## src/rtl/i2s_tx_if.sv

```systemverilog
// Sample-pair handshake between an audio source and the I2S transmitter.
// The master drives a left/right pair with valid; the slave returns ready.
interface i2s_tx_if;
   localparam int unsigned SAMPLE_W = 16;

   logic [SAMPLE_W-1:0] sample_l;
   logic [SAMPLE_W-1:0] sample_r;
   logic                sample_valid;
   logic                sample_ready;

   modport master (
      output sample_l,
      output sample_r,
      output sample_valid,
      input  sample_ready
   );

   modport slave (
      input  sample_l,
      input  sample_r,
      input  sample_valid,
      output sample_ready
   );
endinterface

```

## src/rtl/i2s_tx.sv

```systemverilog
// Philips-format I2S master transmitter with a single-pair holding buffer.
// BCLK, WS and DATA all come from clk_sys through an integer divider.
module i2s_tx #(
   parameter int unsigned CLK_DIV = 8,
   parameter int unsigned WIDTH   = 16
) (
   input  logic     clk_sys,
   input  logic     RESET,
   input  logic     en,
   i2s_tx_if.slave  smp,
   output logic     i2s_bclk,
   output logic     i2s_ws,
   output logic     i2s_data,
   output logic     underrun
);
   localparam int unsigned FRAME_W = 2 * WIDTH;
   localparam int unsigned SLOT_W  = 5;
   localparam int unsigned DIV_W   = (CLK_DIV > 1) ? $clog2(CLK_DIV) : 1;

   logic [DIV_W-1:0]   div_cnt;
   logic [SLOT_W-1:0]  slot;
   logic [FRAME_W-1:0] shreg;
   logic [WIDTH-1:0]   buf_l;
   logic [WIDTH-1:0]   buf_r;
   logic               buf_full;
   logic               ready_q;

   logic               accept;
   logic               div_wrap;
   logic               tick;
   logic [SLOT_W-1:0]  slot_nxt;
   logic               frame_load;

   // Data is the shift-register MSB, so the slot-0 load is visible the same cycle.
   assign i2s_data         = shreg[FRAME_W-1];
   assign smp.sample_ready = ready_q;

   // Divider wrap, falling-edge tick and frame-start detection.
   always_comb begin
      accept     = smp.sample_valid & ready_q;
      div_wrap   = (div_cnt == DIV_W'(CLK_DIV - 1));
      tick       = div_wrap & i2s_bclk;
      slot_nxt   = slot + SLOT_W'(1);
      frame_load = tick & (slot_nxt == '0);
   end

   always_ff @(posedge clk_sys) begin
      if (RESET) begin
         div_cnt  <= '0;
         slot     <= '1;
         shreg    <= '0;
         i2s_bclk <= 1'b0;
         i2s_ws   <= 1'b0;
         underrun <= 1'b0;
         buf_l    <= '0;
         buf_r    <= '0;
         buf_full <= 1'b0;
         ready_q  <= 1'b1;
      end else begin
         // Holding buffer: accept only while empty, drained by a frame load.
         if (accept) begin
            buf_l    <= smp.sample_l;
            buf_r    <= smp.sample_r;
            buf_full <= 1'b1;
            ready_q  <= 1'b0;
         end else if (en && frame_load && buf_full) begin
            buf_full <= 1'b0;
            ready_q  <= 1'b1;
         end

         underrun <= 1'b0;

         if (!en) begin
            div_cnt  <= '0;
            slot     <= '1;
            shreg    <= '0;
            i2s_bclk <= 1'b0;
            i2s_ws   <= 1'b0;
         end else begin
            div_cnt <= div_wrap ? '0 : div_cnt + DIV_W'(1);
            if (div_wrap) begin
               i2s_bclk <= ~i2s_bclk;
            end
            if (tick) begin
               slot   <= slot_nxt;
               // WS leads each channel MSB by one bit clock.
               i2s_ws <= (slot_nxt >= SLOT_W'(15)) && (slot_nxt != SLOT_W'(31));
               if (frame_load) begin
                  if (buf_full) begin
                     shreg <= {buf_l, buf_r};
                  end else begin
                     shreg    <= '0;
                     underrun <= 1'b1;
                  end
               end else begin
                  shreg <= {shreg[FRAME_W-2:0], 1'b0};
               end
            end
         end
      end
   end
endmodule

```

## src/flat_wrapper.sv

```systemverilog
// flat-port wrapper written by rule: the top's interface ports become plain ports
module i2s_tx_flat 
#(
   parameter int unsigned CLK_DIV = 8,
   parameter int unsigned WIDTH   = 16
)
  (clk_sys, RESET, en, i2s_bclk, i2s_ws, i2s_data, underrun, smp_sample_l, smp_sample_r, smp_sample_valid, smp_sample_ready);
  i2s_tx_if smp_i ();
  input  logic clk_sys;
  input  logic RESET;
  input  logic en;
  output logic i2s_bclk;
  output logic i2s_ws;
  output logic i2s_data;
  output logic underrun;
  input wire logic [$bits(smp_i.sample_l)-1:0] smp_sample_l;
  input wire logic [$bits(smp_i.sample_r)-1:0] smp_sample_r;
  input wire logic [$bits(smp_i.sample_valid)-1:0] smp_sample_valid;
  output wire logic [$bits(smp_i.sample_ready)-1:0] smp_sample_ready;
  assign smp_i.sample_l = smp_sample_l;
  assign smp_i.sample_r = smp_sample_r;
  assign smp_i.sample_valid = smp_sample_valid;
  assign smp_sample_ready = smp_i.sample_ready;
  i2s_tx #(.CLK_DIV(CLK_DIV), .WIDTH(WIDTH)) u_core (.clk_sys(clk_sys), .RESET(RESET), .en(en), .smp(smp_i), .i2s_bclk(i2s_bclk), .i2s_ws(i2s_ws), .i2s_data(i2s_data), .underrun(underrun));
endmodule
```

## config.mk

```make
export PLATFORM = sky130hd
export DESIGN_NAME = i2s_tx_flat
export DESIGN_NICKNAME = d
export VERILOG_FILES = /design/src/rtl/i2s_tx_if.sv /design/src/rtl/i2s_tx.sv /design/src/flat_wrapper.sv
export SDC_FILE = /design/constraint.sdc
export NUM_CORES = 1
export LEC_CHECK = 0
export CORE_MARGIN = 2
export CORE_UTILIZATION = 59
export DETAILED_ROUTE_END_ITERATION = 12
export PLACE_DENSITY = 0.84
export SLEW_MARGIN = 20
export SYNTH_ARGS = -nofsm -noshare
export SYNTH_HDL_FRONTEND = slang
export SYNTH_SLANG_ARGS = --single-unit
export TNS_END_PERCENT = 10
```

## constraint.sdc

```tcl
create_clock -name clk_sys -period 2.65 [get_ports clk_sys]
set_input_delay 0.53 -clock clk_sys [delete_from_list [all_inputs] [get_ports clk_sys]]
set_output_delay 0.53 -clock clk_sys [all_outputs]
set_load 0.005 [all_outputs]
```

==> flow_metrics.env <==
export IMPL_setup_viol=0
export IMPL_preCtsSetupSlack_ns=0.501
export IMPL_rrSetupSlack_ns=0.49
export IMPL_diodes=0
export IMPL_hold_start="u_core.div_cnt[0]$_SDFF_PP0_"
export IMPL_synth_warnings=0
export IMPL_tightest_slew_ns=0.481
export IMPL_tns_ns=0
export IMPL_synth_area_per_cell_um2=8.72
export IMPL_peakVddDrop_mv=0.395
export IMPL_critical_path_class="flop to flop"
export IMPL_drt_first_pass_iters=4
export IMPL_root_buffer="clkbuf_8"
export IMPL_power_share_combinational_pct=7.1
export IMPL_endpoint_kind="flop"
export IMPL_hold_violations=0
export IMPL_arrival_ns=2.41
export IMPL_core_rowCount=27
export IMPL_rsz0062_at_grt="false"
export IMPL_fin_nets=461
export IMPL_max_freq_mhz=463
export IMPL_cts_tree="yes"
export IMPL_p_int_uw=1750
export IMPL_ys_seq_area_share_pct=45.1
export IMPL_core_area_mm2=0.00554
export IMPL_maxSlewHeadroom_pct=67.9
export IMPL_numCtsBuffers=9
export IMPL_async_flop_share_pct=0
export IMPL_seqPwrFrac_pct=53.3
export IMPL_floorplan_initialDensity_pct=61.7
export IMPL_numPortBuffers=40
export IMPL_path_max_fanout=32
export IMPL_grt_ovfl_total=0
export IMPL_dieArea_mm2=0.00642
export IMPL_skew_ns=0.00783
export IMPL_die_w_um=80.1
export IMPL_dp_hpwl_um=4670
export IMPL_grt_pass1_wl_um=12200
export IMPL_syn_to_final_growth_pct=18.0
export IMPL_grt_pass1_vias=2634
export IMPL_layout_commonest_cell="nand2_1"
export IMPL_dr_total_vias=2834
export IMPL_cts_htree_levels=3
export IMPL_gp_congestion=0.743
export IMPL_track_usage_pct=24.4
export IMPL_fin_crit_ns=2.16
export IMPL_die_h_um=80.1
export IMPL_synth_ff_type="dfxtp_1"
export IMPL_initialDrtViolationCount=170
export IMPL_p_clk_share_pct=39.6
export IMPL_cp_start_kind="flop"
export IMPL_fin_crit_sh_pct=81.4
export IMPL_maxCapViolCount=0
export IMPL_maxSlewViolCount=0
export IMPL_antenna_found_initial=0
export IMPL_r2r_start="u_core.div_cnt[0]$_SDFF_PP0_"
export IMPL_insertion_delay_ns=0.35
export IMPL_vias_per_cell=5.71
export IMPL_cts_setup_buffers=0
export IMPL_final_cell_mix="nand2_1, dfxtp_1, nand3_1"
export IMPL_worstReg2RegEnd="u_core.shreg[0]$_SDFFE_PP0N_"
export IMPL_path_clk_slew_ns=0.08
export IMPL_syn_nets=433
export IMPL_ys_ff_latch=77
export IMPL_total_power_uw=2270
export IMPL_synth_edf_count=0
export IMPL_p_sw_share_pct=22.9
export IMPL_wirelength_um=7340
export IMPL_cp_required_ns=2.90
export IMPL_ys_types=37
export IMPL_hold_end="u_core.div_cnt[0]$_SDFF_PP0_"
export IMPL_io_pins=41
export IMPL_power_density_mw_per_mm2=562
export IMPL_leakage_uw=0.00148
export IMPL_min_delay_path_depth=1
export IMPL_clk_path_buf_depth=2
export IMPL_drive_above_1_share_pct=17.2
export IMPL_status="finished clean"
export IMPL_cts_resized_gates=0
export IMPL_hold_buffers=0
export IMPL_setup_ws_ns=0.492
export IMPL_synth_area_mm2=0.00342
export IMPL_drtAntennaViolNets=0
export IMPL_holdCritPathClass="flop to flop"
export IMPL_cts_sinks=77
export IMPL_drc_errors=0
export IMPL_grt_max_degree=48
export IMPL_ff2ff_path_depth=8
export IMPL_drt_wirelength_per_cell_um=14.8
export IMPL_syn_inst=392
export IMPL_switching_power_uw=520
## metal layers
layer | routed length, um | global-route usage (%) | share of wire [%]
met2 | 3640 | 39.3 | 50
met5 | 0 | 0 | 0
met4 | 108 | 13.4 | 1.5
met1 | 3190 | 31.1 | 43
met3 | 408 | 4.04 | 5.6
## per-stage QoR
stage / instance area (um2) / cells / hold WS, ns / util [%]
CTS: 4030 / 496 / 0.427 / 72.8
floorplan: 3420 / 392 / 0.404 / -
detailed placement: 3830 / 481 / 0.416 / 69.2
global route: 4030 / 496 / 0.450 / 72.8
global placement: 3830 / 481 / 0.416 / 69.2
finish: 4030 / 496 / 0.425 / 72.8
## critical path, stage by stage (launching register included)
cell	delay, ns
dfxtp_1	0.31
ha_1	0.20
ha_1	0.26
nand3_1	0.17
nor3_1	0.09
a21oi_4	0.44
buf_12	0.27
nor2_1	0.06
a32o_1	0.24
## sequential cells by signal (all words and copies together) (netlist names)
register,cells
u_core.underrun,1
u_core.buf_l,16
u_core.smp.sample_ready,1
u_core.i2s_ws,1
u_core.div_cnt,3
u_core.shreg,32
u_core.buf_full,1
u_core.buf_r,16
u_core.i2s_bclk,1
u_core.slot,5
## final cells by class
cell class	instances	area [um2]
inverters	4	15.0
repair buffers	50	513
fillers	416	1510
clock inverters	3	45.0
flip-flops and latches	77	1540
well taps	72	90.1
multi-input cells	278	1670
clock buffers	12	155
## cell families after synthesis
kind of cell,count (synthesis),share of synthesized area [%]
adders and majority gates,5,1.83
and+or+nand+nor,190,26.3
AOI/OAI and AO/OA,77,19.1
DFF,77,45.1
xor gates and xnor gates,6,1.54
buffers and inverters,37,6.15
## power by group through the flow
stage,combinational [uW],clock [uW],sequential (uW)
global route,179,953,1210
global placement,155,0,1230
CTS,162,906,1210
finish,161,897,1210
floorplan,86.0,0,1230
detailed placement,159,0,1230
## synthesized netlist by cell type (all sizes together), types with 3 or more instances
| cell type | count | area (um2) |
|---|---|---|
| nand2 | 105 | 394 |
| dfxtp | 77 | 1540 |
| nand3 | 67 | 375 |
| a21oi | 36 | 184 |
| o211ai | 32 | 395 |
| buf | 24 | 161 |
| clkbuf | 9 | 33.8 |
| ha | 5 | 62.6 |
| nor2 | 5 | 28.8 |
| inv | 4 | 15.0 |
| nor3 | 4 | 30.0 |
| o21ai | 4 | 23.8 |
| xnor2 | 4 | 35.0 |
| and2 | 3 | 21.3 |
## worst max path at each step
stage / slack (ns) / cells after the start / startpoint / to
2_1_floorplan: 0.97 / 9 / u_core.div_cnt[0]$_SDFF_PP0_ / u_core.shreg[0]$_SDFFE_PP0N_
3_3_place_gp: 0.57 / 8 / u_core.div_cnt[0]$_SDFF_PP0_ / u_core.shreg[0]$_SDFFE_PP0N_
3_5_place_dp: 0.50 / 8 / u_core.div_cnt[0]$_SDFF_PP0_ / u_core.shreg[0]$_SDFFE_PP0N_
4_1_cts: 0.49 / 8 / u_core.div_cnt[0]$_SDFF_PP0_ / u_core.shreg[0]$_SDFFE_PP0N_
5_1_grt: 0.34 / 8 / u_core.div_cnt[0]$_SDFF_PP0_ / u_core.shreg[0]$_SDFFE_PP0N_
6_report: 0.49 / 8 / u_core.div_cnt[0]$_SDFF_PP0_ / u_core.shreg[0]$_SDFFE_PP0N_
Power figures use the tool's default switching activity.
